--- src/rtl/ga_int_gen_plus.sv ---
// Raster interrupt generator: periodic 52-line interrupt plus programmable line-match (PRI) interrupt.
// Latency: INT asserts one CLK after the sample tick that carries the qualifying HSYNC fall.
// Backpressure: none; INT stays asserted until INTack, a GA clear write, a PRI disable or RESET.
//
// Ports:
//   CLK, RESET        system clock, synchronous active-high reset
//   CE_4, phase       sync inputs are sampled only when CE_4 is high and phase == 2
//   crtc_hs, crtc_vs  CRTC sync outputs
//   WE, D             gate-array register write (0b10x1xxxx clears the periodic counter)
//   pri_we, pri_d     PRI register write, {enable, line}
//   INTack            Z80 interrupt acknowledge
//   INT, int_src      interrupt request and the source the next ack will clear (1 = PRI)
//   line_cnt          HSYNC falls since the last VSYNC rise (saturating)
//   irq_cnt           periodic line counter
module ga_int_gen_plus #(
   parameter int LINES_PER_INT = 52,
   parameter int CNT_W         = 6,
   parameter int VS_DELAY      = 2,
   parameter int LINE_W        = 9
) (
   input  logic              CLK,
   input  logic              RESET,
   input  logic              CE_4,
   input  logic [1:0]        phase,
   input  logic              crtc_hs,
   input  logic              crtc_vs,
   input  logic              WE,
   input  logic [7:0]        D,
   input  logic              pri_we,
   input  logic [LINE_W:0]   pri_d,
   input  logic              INTack,
   output logic              INT,
   output logic              int_src,
   output logic [LINE_W-1:0] line_cnt,
   output logic [CNT_W-1:0]  irq_cnt
);

   localparam logic [CNT_W-1:0]  WRAP_VAL = CNT_W'(LINES_PER_INT - 1);
   localparam logic [LINE_W-1:0] LINE_MAX = '1;

   // registered state
   logic                old_hs;
   logic                old_vs;
   logic [VS_DELAY-1:0] vs_dly;
   logic                per_pend;
   logic                pri_pend;
   logic [LINE_W:0]     pri_reg;

   // decoded events
   logic                tick;
   logic                hs_fall;
   logic                vs_rise;
   logic                pri_en;
   logic [LINE_W-1:0]   pri_line;
   logic                ga_clr;
   logic                ack_pri;
   logic                ack_per;

   // next-state values
   logic [CNT_W-1:0]    irq_nxt;
   logic [VS_DELAY-1:0] dly_nxt;
   logic                per_set;
   logic                per_nxt;
   logic [LINE_W-1:0]   line_nxt;
   logic                pri_match;
   logic                pri_nxt;

   assign tick     = CE_4 && (phase == 2'd2);
   assign hs_fall  = tick && old_hs && !crtc_hs;
   assign vs_rise  = tick && !old_vs && crtc_vs;
   assign pri_en   = pri_reg[LINE_W];
   assign pri_line = pri_reg[LINE_W-1:0];
   assign ga_clr   = WE && (D[7:6] == 2'b10) && D[4];

   // A single ack clears only one source; the PRI line interrupt is serviced first.
   assign ack_pri  = INTack && pri_pend;
   assign ack_per  = INTack && !pri_pend && per_pend;

   // Periodic counter and VSYNC resync delay line
   always_comb begin
      irq_nxt = irq_cnt;
      dly_nxt = vs_dly;
      per_set = 1'b0;
      if (hs_fall) begin
         irq_nxt = irq_cnt + CNT_W'(1);
         dly_nxt = vs_dly << 1;
         if (irq_cnt == WRAP_VAL) begin
            irq_nxt = '0;
            per_set = !pri_en;
         end
         // Resync uses the delay bit as it stood before this shift. Only a counter
         // already past half a period (MSB set) raises an interrupt on resync, so a
         // recently serviced interrupt is not followed by a second one too soon.
         if (vs_dly[VS_DELAY-1]) begin
            irq_nxt = '0;
            if (irq_cnt[CNT_W-1] && !pri_en) begin
               per_set = 1'b1;
            end
         end
      end
      // A new VSYNC restarts the delay line even if a shift happens on the same tick.
      if (vs_rise) begin
         dly_nxt = VS_DELAY'(1);
      end
      // The ack spacing bit is cleared on the value after this tick's increment.
      if (ack_per) begin
         irq_nxt[CNT_W-1] = 1'b0;
      end
      if (ga_clr) begin
         irq_nxt = '0;
      end
   end

   // Pending flag: ack clear < event set < GA clear
   always_comb begin
      per_nxt = per_pend;
      if (ack_per) begin
         per_nxt = 1'b0;
      end
      if (per_set) begin
         per_nxt = 1'b1;
      end
      if (ga_clr) begin
         per_nxt = 1'b0;
      end
   end

   // Frame line counter and PRI compare
   always_comb begin
      line_nxt  = line_cnt;
      pri_match = 1'b0;
      if (vs_rise) begin
         line_nxt = '0;
      end else if (hs_fall && (line_cnt != LINE_MAX)) begin
         // Matching only on a real increment keeps a saturated counter from
         // re-triggering the last line every HSYNC.
         line_nxt  = line_cnt + LINE_W'(1);
         pri_match = pri_en && (line_nxt == pri_line) && (pri_line != '0);
      end
   end

   // PRI pending: ack clear < match set < disabling write
   always_comb begin
      pri_nxt = pri_pend;
      if (ack_pri) begin
         pri_nxt = 1'b0;
      end
      if (pri_match) begin
         pri_nxt = 1'b1;
      end
      if (pri_we && !pri_d[LINE_W]) begin
         pri_nxt = 1'b0;
      end
   end

   always_ff @(posedge CLK) begin
      if (RESET) begin
         old_hs   <= 1'b0;
         old_vs   <= 1'b0;
         vs_dly   <= '0;
         irq_cnt  <= '0;
         per_pend <= 1'b0;
         line_cnt <= '0;
         pri_pend <= 1'b0;
         pri_reg  <= '0;
      end else begin
         if (tick) begin
            old_hs <= crtc_hs;
            old_vs <= crtc_vs;
         end
         vs_dly   <= dly_nxt;
         irq_cnt  <= irq_nxt;
         per_pend <= per_nxt;
         line_cnt <= line_nxt;
         pri_pend <= pri_nxt;
         if (pri_we) begin
            pri_reg <= pri_d;
         end
      end
   end

   assign INT     = per_pend | pri_pend;
   assign int_src = pri_pend;

endmodule

--- config.mk ---
export PLATFORM = sky130hd
export DESIGN_NAME = ga_int_gen_plus
export DESIGN_NICKNAME = d
export VERILOG_FILES = /design/src/rtl/ga_int_gen_plus.sv
export SDC_FILE = /design/constraint.sdc
export NUM_CORES = 1
export LEC_CHECK = 0
export CAP_MARGIN = 30
export CORE_ASPECT_RATIO = 1.4
export CORE_MARGIN = 2
export CORE_UTILIZATION = 35
export CTS_CLUSTER_SIZE = 10
export DETAILED_ROUTE_END_ITERATION = 10
export GPL_TIMING_DRIVEN = 0
export PLACE_DENSITY_LB_ADDON = 0.1
export SYNTH_ARGS = -nofsm -noshare
export SYNTH_HDL_FRONTEND = slang
export SYNTH_SLANG_ARGS = --single-unit
export TNS_END_PERCENT = 30
--- constraint.sdc ---
create_clock -name CLK -period 2.66 [get_ports CLK]
set_input_delay 0.532 -clock CLK [delete_from_list [all_inputs] [get_ports CLK]]
set_output_delay 0.532 -clock CLK [all_outputs]
set_load 0.01 [all_outputs]
==> impl_metrics.tcl <==
set metrics [dict create \
    drcViolationCount 0 \
    drv_slew 0 \
    cts_tree "done" \
    arrival_ns 2.42 \
    rrSetupSlack_ns 0.40 \
    status "finished, final reports clean" \
    r2r_end "line_cnt[6]" \
    post_cts_resized 0 \
    ys_ff_latch 31 \
    power-per-cell-area_nw_per_um2 435.3 \
    mostFrequentLayoutCell "clkdlybuf4s50_1" \
    hold_buffers 0 \
    antenna_found_initial 0 \
    reg2reg_from "line_cnt[0]" \
    ant_nets 0 \
    via_per_inst 4.759 \
    antennaDiodeCount 0 \
    rows 29 \
    ir_worst_vdd_v 0.0003267 \
    synthCells 182 \
    cts_htree_levels 2 \
    fp.dieH_um 83.88 \
    cts_made_buffers 5 \
    clkTransAtPathRegs_ns 0.06 \
    hold_path.class "flop to flop" \
    ys_seq_area_share_pct 38.90 \
    drv_cap 0 \
    worstSetupPathType "flop to flop" \
    worstMarginPinSlew_ns 0.7003 \
    syn2layout_area_growth_pct 34.43 \
    worstSkewPairLatency_ns 0.28 \
    via_count 1385 \
    start_util_pct 35.74 \
    largest_reg_flops 10 \
    dieArea_um2 5122 \
    min_path_cells 2 \
    pin_count 45 \
    endpoint_kind "flop" \
    cp_max_fo 6 \
    cp.required_ns 2.82 \
    worst_hold_slack_ns 0.4940 \
    postCtsSetupBuffers 0 \
    cts-root-buf "clkbuf_8" \
    netlist_area_um2 1595 \
    drt_iter0_markers 77 \
    synth_warnings 0 \
    grt_pass1_vias 1309 \
    rsz0062_at_grt "no" \
    finalCritPeriodShare_pct 85.05 \
    core_area_um2 4463 \
    drt-pass1-iter-count 4 \
    dpl.hpwl_mm 2.824 \
    cts.sinks 31 \
    totalWireLength_mm 3.621 \
    avgSynthCellArea_um2 8.765 \
    final_cell_mix "clkdlybuf4s50_1, nor2_1, dfxtp_1, mux2i_1, xnor2_1" \
    clock_path_buffers 2 \
    cp-start-kind "flop" \
    maxSlewHeadroom_pct 53.31 \
    die_w_um 61.06 \
    finClkSkew_ns 0.004247 \
    syn-num-nets 213 \
    final_nets 259 \
    grt_max_degree 11 \
    drive_above_1_share_pct 6.987 \
    holdPathEnd "vs_dly[0]" \
    dp_cells 283 \
    synth.distinct_cells 39 \
    grt_remaining_overflow 0 \
    tns_ns 0 \
    hp-start "vs_dly[0]" \
    final-hold-violation-count 0 \
    finalSetupViolCount 0 \
    final.min_clock_period_ns 2.262 \
    wl_per_cell_um 12.44 \
    p_leak_nw 0.8186 \
    fmax_ghz 0.4420 \
    port_buffers 39 \
    gp_congestion 0.8148 \
    instances_no_fill 291 \
    rr_worst_depth 8 \
    grt_pass1_wl_mm 5.961 \
    grtUsageTotal_pct 15.63 \
    power_uw 933.6 \
]
==> power by group <==
| group | internal [mW] | switching (mW) |
|---|---|---|
| sequential | 0.475 | 0.0105 |
| clock | 0.183 | 0.171 |
| combinational | 0.0565 | 0.0373 |
| total | 0.715 | 0.218 |
==> synthesized netlist by cell type (all sizes together) <==
master | instances | area, µm²
a221oi | 1 | 8.760
ha | 3 | 37.54
nor2b | 5 | 31.28
and3 | 3 | 18.77
o21ai | 5 | 25.02
o311ai | 1 | 8.760
o211ai | 2 | 15.01
buf | 2 | 10.01
a21oi | 9 | 45.04
nor3b | 2 | 20.02
clkbuf | 4 | 15.01
a41o | 2 | 20.02
nand2 | 6 | 22.52
nand4 | 3 | 18.77
inv | 5 | 18.77
mux2i | 15 | 150.1
nor3 | 4 | 31.28
nand3b | 2 | 27.53
dfxtp | 31 | 620.6
o211a | 1 | 10.01
nor4 | 1 | 6.260
nand3 | 7 | 35.03
or2 | 3 | 18.77
and2 | 1 | 6.260
xor2 | 3 | 26.28
nor2 | 35 | 133.9
or4 | 1 | 7.510
nand2b | 5 | 33.78
o41ai | 2 | 17.52
xnor2 | 15 | 131.4
or3 | 2 | 17.52
o22ai | 1 | 6.260
==> through the flow <==
step	setup slack [ns]	instance area (µm²)	utilization (%)
5_1_grt	0.2754	2145	48.05
2_1_floorplan	0.5717	1595	-
3_3_place_gp	0.3781	2063	46.23
4_1_cts	0.3827	2145	48.05
6_report	0.3977	2145	48.05
3_5_place_dp	0.3804	2063	46.23
==> metal layers <==
| layer | global-route usage [%] | share of wire, % | wire length [µm] | up-vias |
|---|---|---|---|---|
| met1 | 17.30 | 42 | 1526 | 627 |
| met4 | 6.324 | 2.5 | 89 | 0 |
| met2 | 26.60 | 52 | 1894 | 32 |
| met3 | 4.651 | 3.1 | 111 | 7 |
| met5 | 0 | 0 | 0 | - |
| li1 | - | - | - | 719 |
==> final cells by class <==
class / instances / area (µm²)
clock inverters: 1 / 5.005
flip-flops and latches: 31 / 620.6
fillers: 462 / 2318
plain buffers: 6 / 25.02
inverters: 5 / 18.77
multi-input cells: 140 / 930.9
well taps: 62 / 77.57
clock buffers: 7 / 76.32
repair buffers: 39 / 390.4
==> worst max-delay path, stage by stage (launching register included) <==
cell	delay (ns)
dfxtp_1	0.39
ha_1	0.29
nand4_1	0.17
nor2_1	0.08
ha_1	0.23
or3_4	0.43
or3_1	0.33
xor2_1	0.17
nor2_2	0.04
==> worst max-delay path by stage <==
stage | from | endpoint | slack [ns] | cells after the start
3_3_place_gp | CE_4 | line_cnt[6] | 0.38 | 6
6_report | line_cnt[0] | line_cnt[6] | 0.40 | 8
5_1_grt | line_cnt[0] | int_src | 0.28 | 8
3_5_place_dp | phase[0] | per_pend | 0.38 | 7
4_1_cts | line_cnt[0] | line_cnt[6] | 0.38 | 8
2_1_floorplan | line_cnt[0] | line_cnt[6] | 0.57 | 8
==> cell families (layout without fill, tap and decap cells) <==
logic type / count (synthesis) / count (layout) / synth area share [%]
AOI/OAI and AO/OA: 24 / 24 / 9.804
xor gates and xnor gates: 18 / 18 / 9.883
adders and majority gates: 3 / 3 / 2.353
buffers and inverters: 11 / 58 / 2.745
DFF: 31 / 31 / 38.90
muxes: 15 / 15 / 9.412
and+or+nand+nor: 80 / 80 / 26.90
No activity file was read; power rests on OpenSTA's default activity.
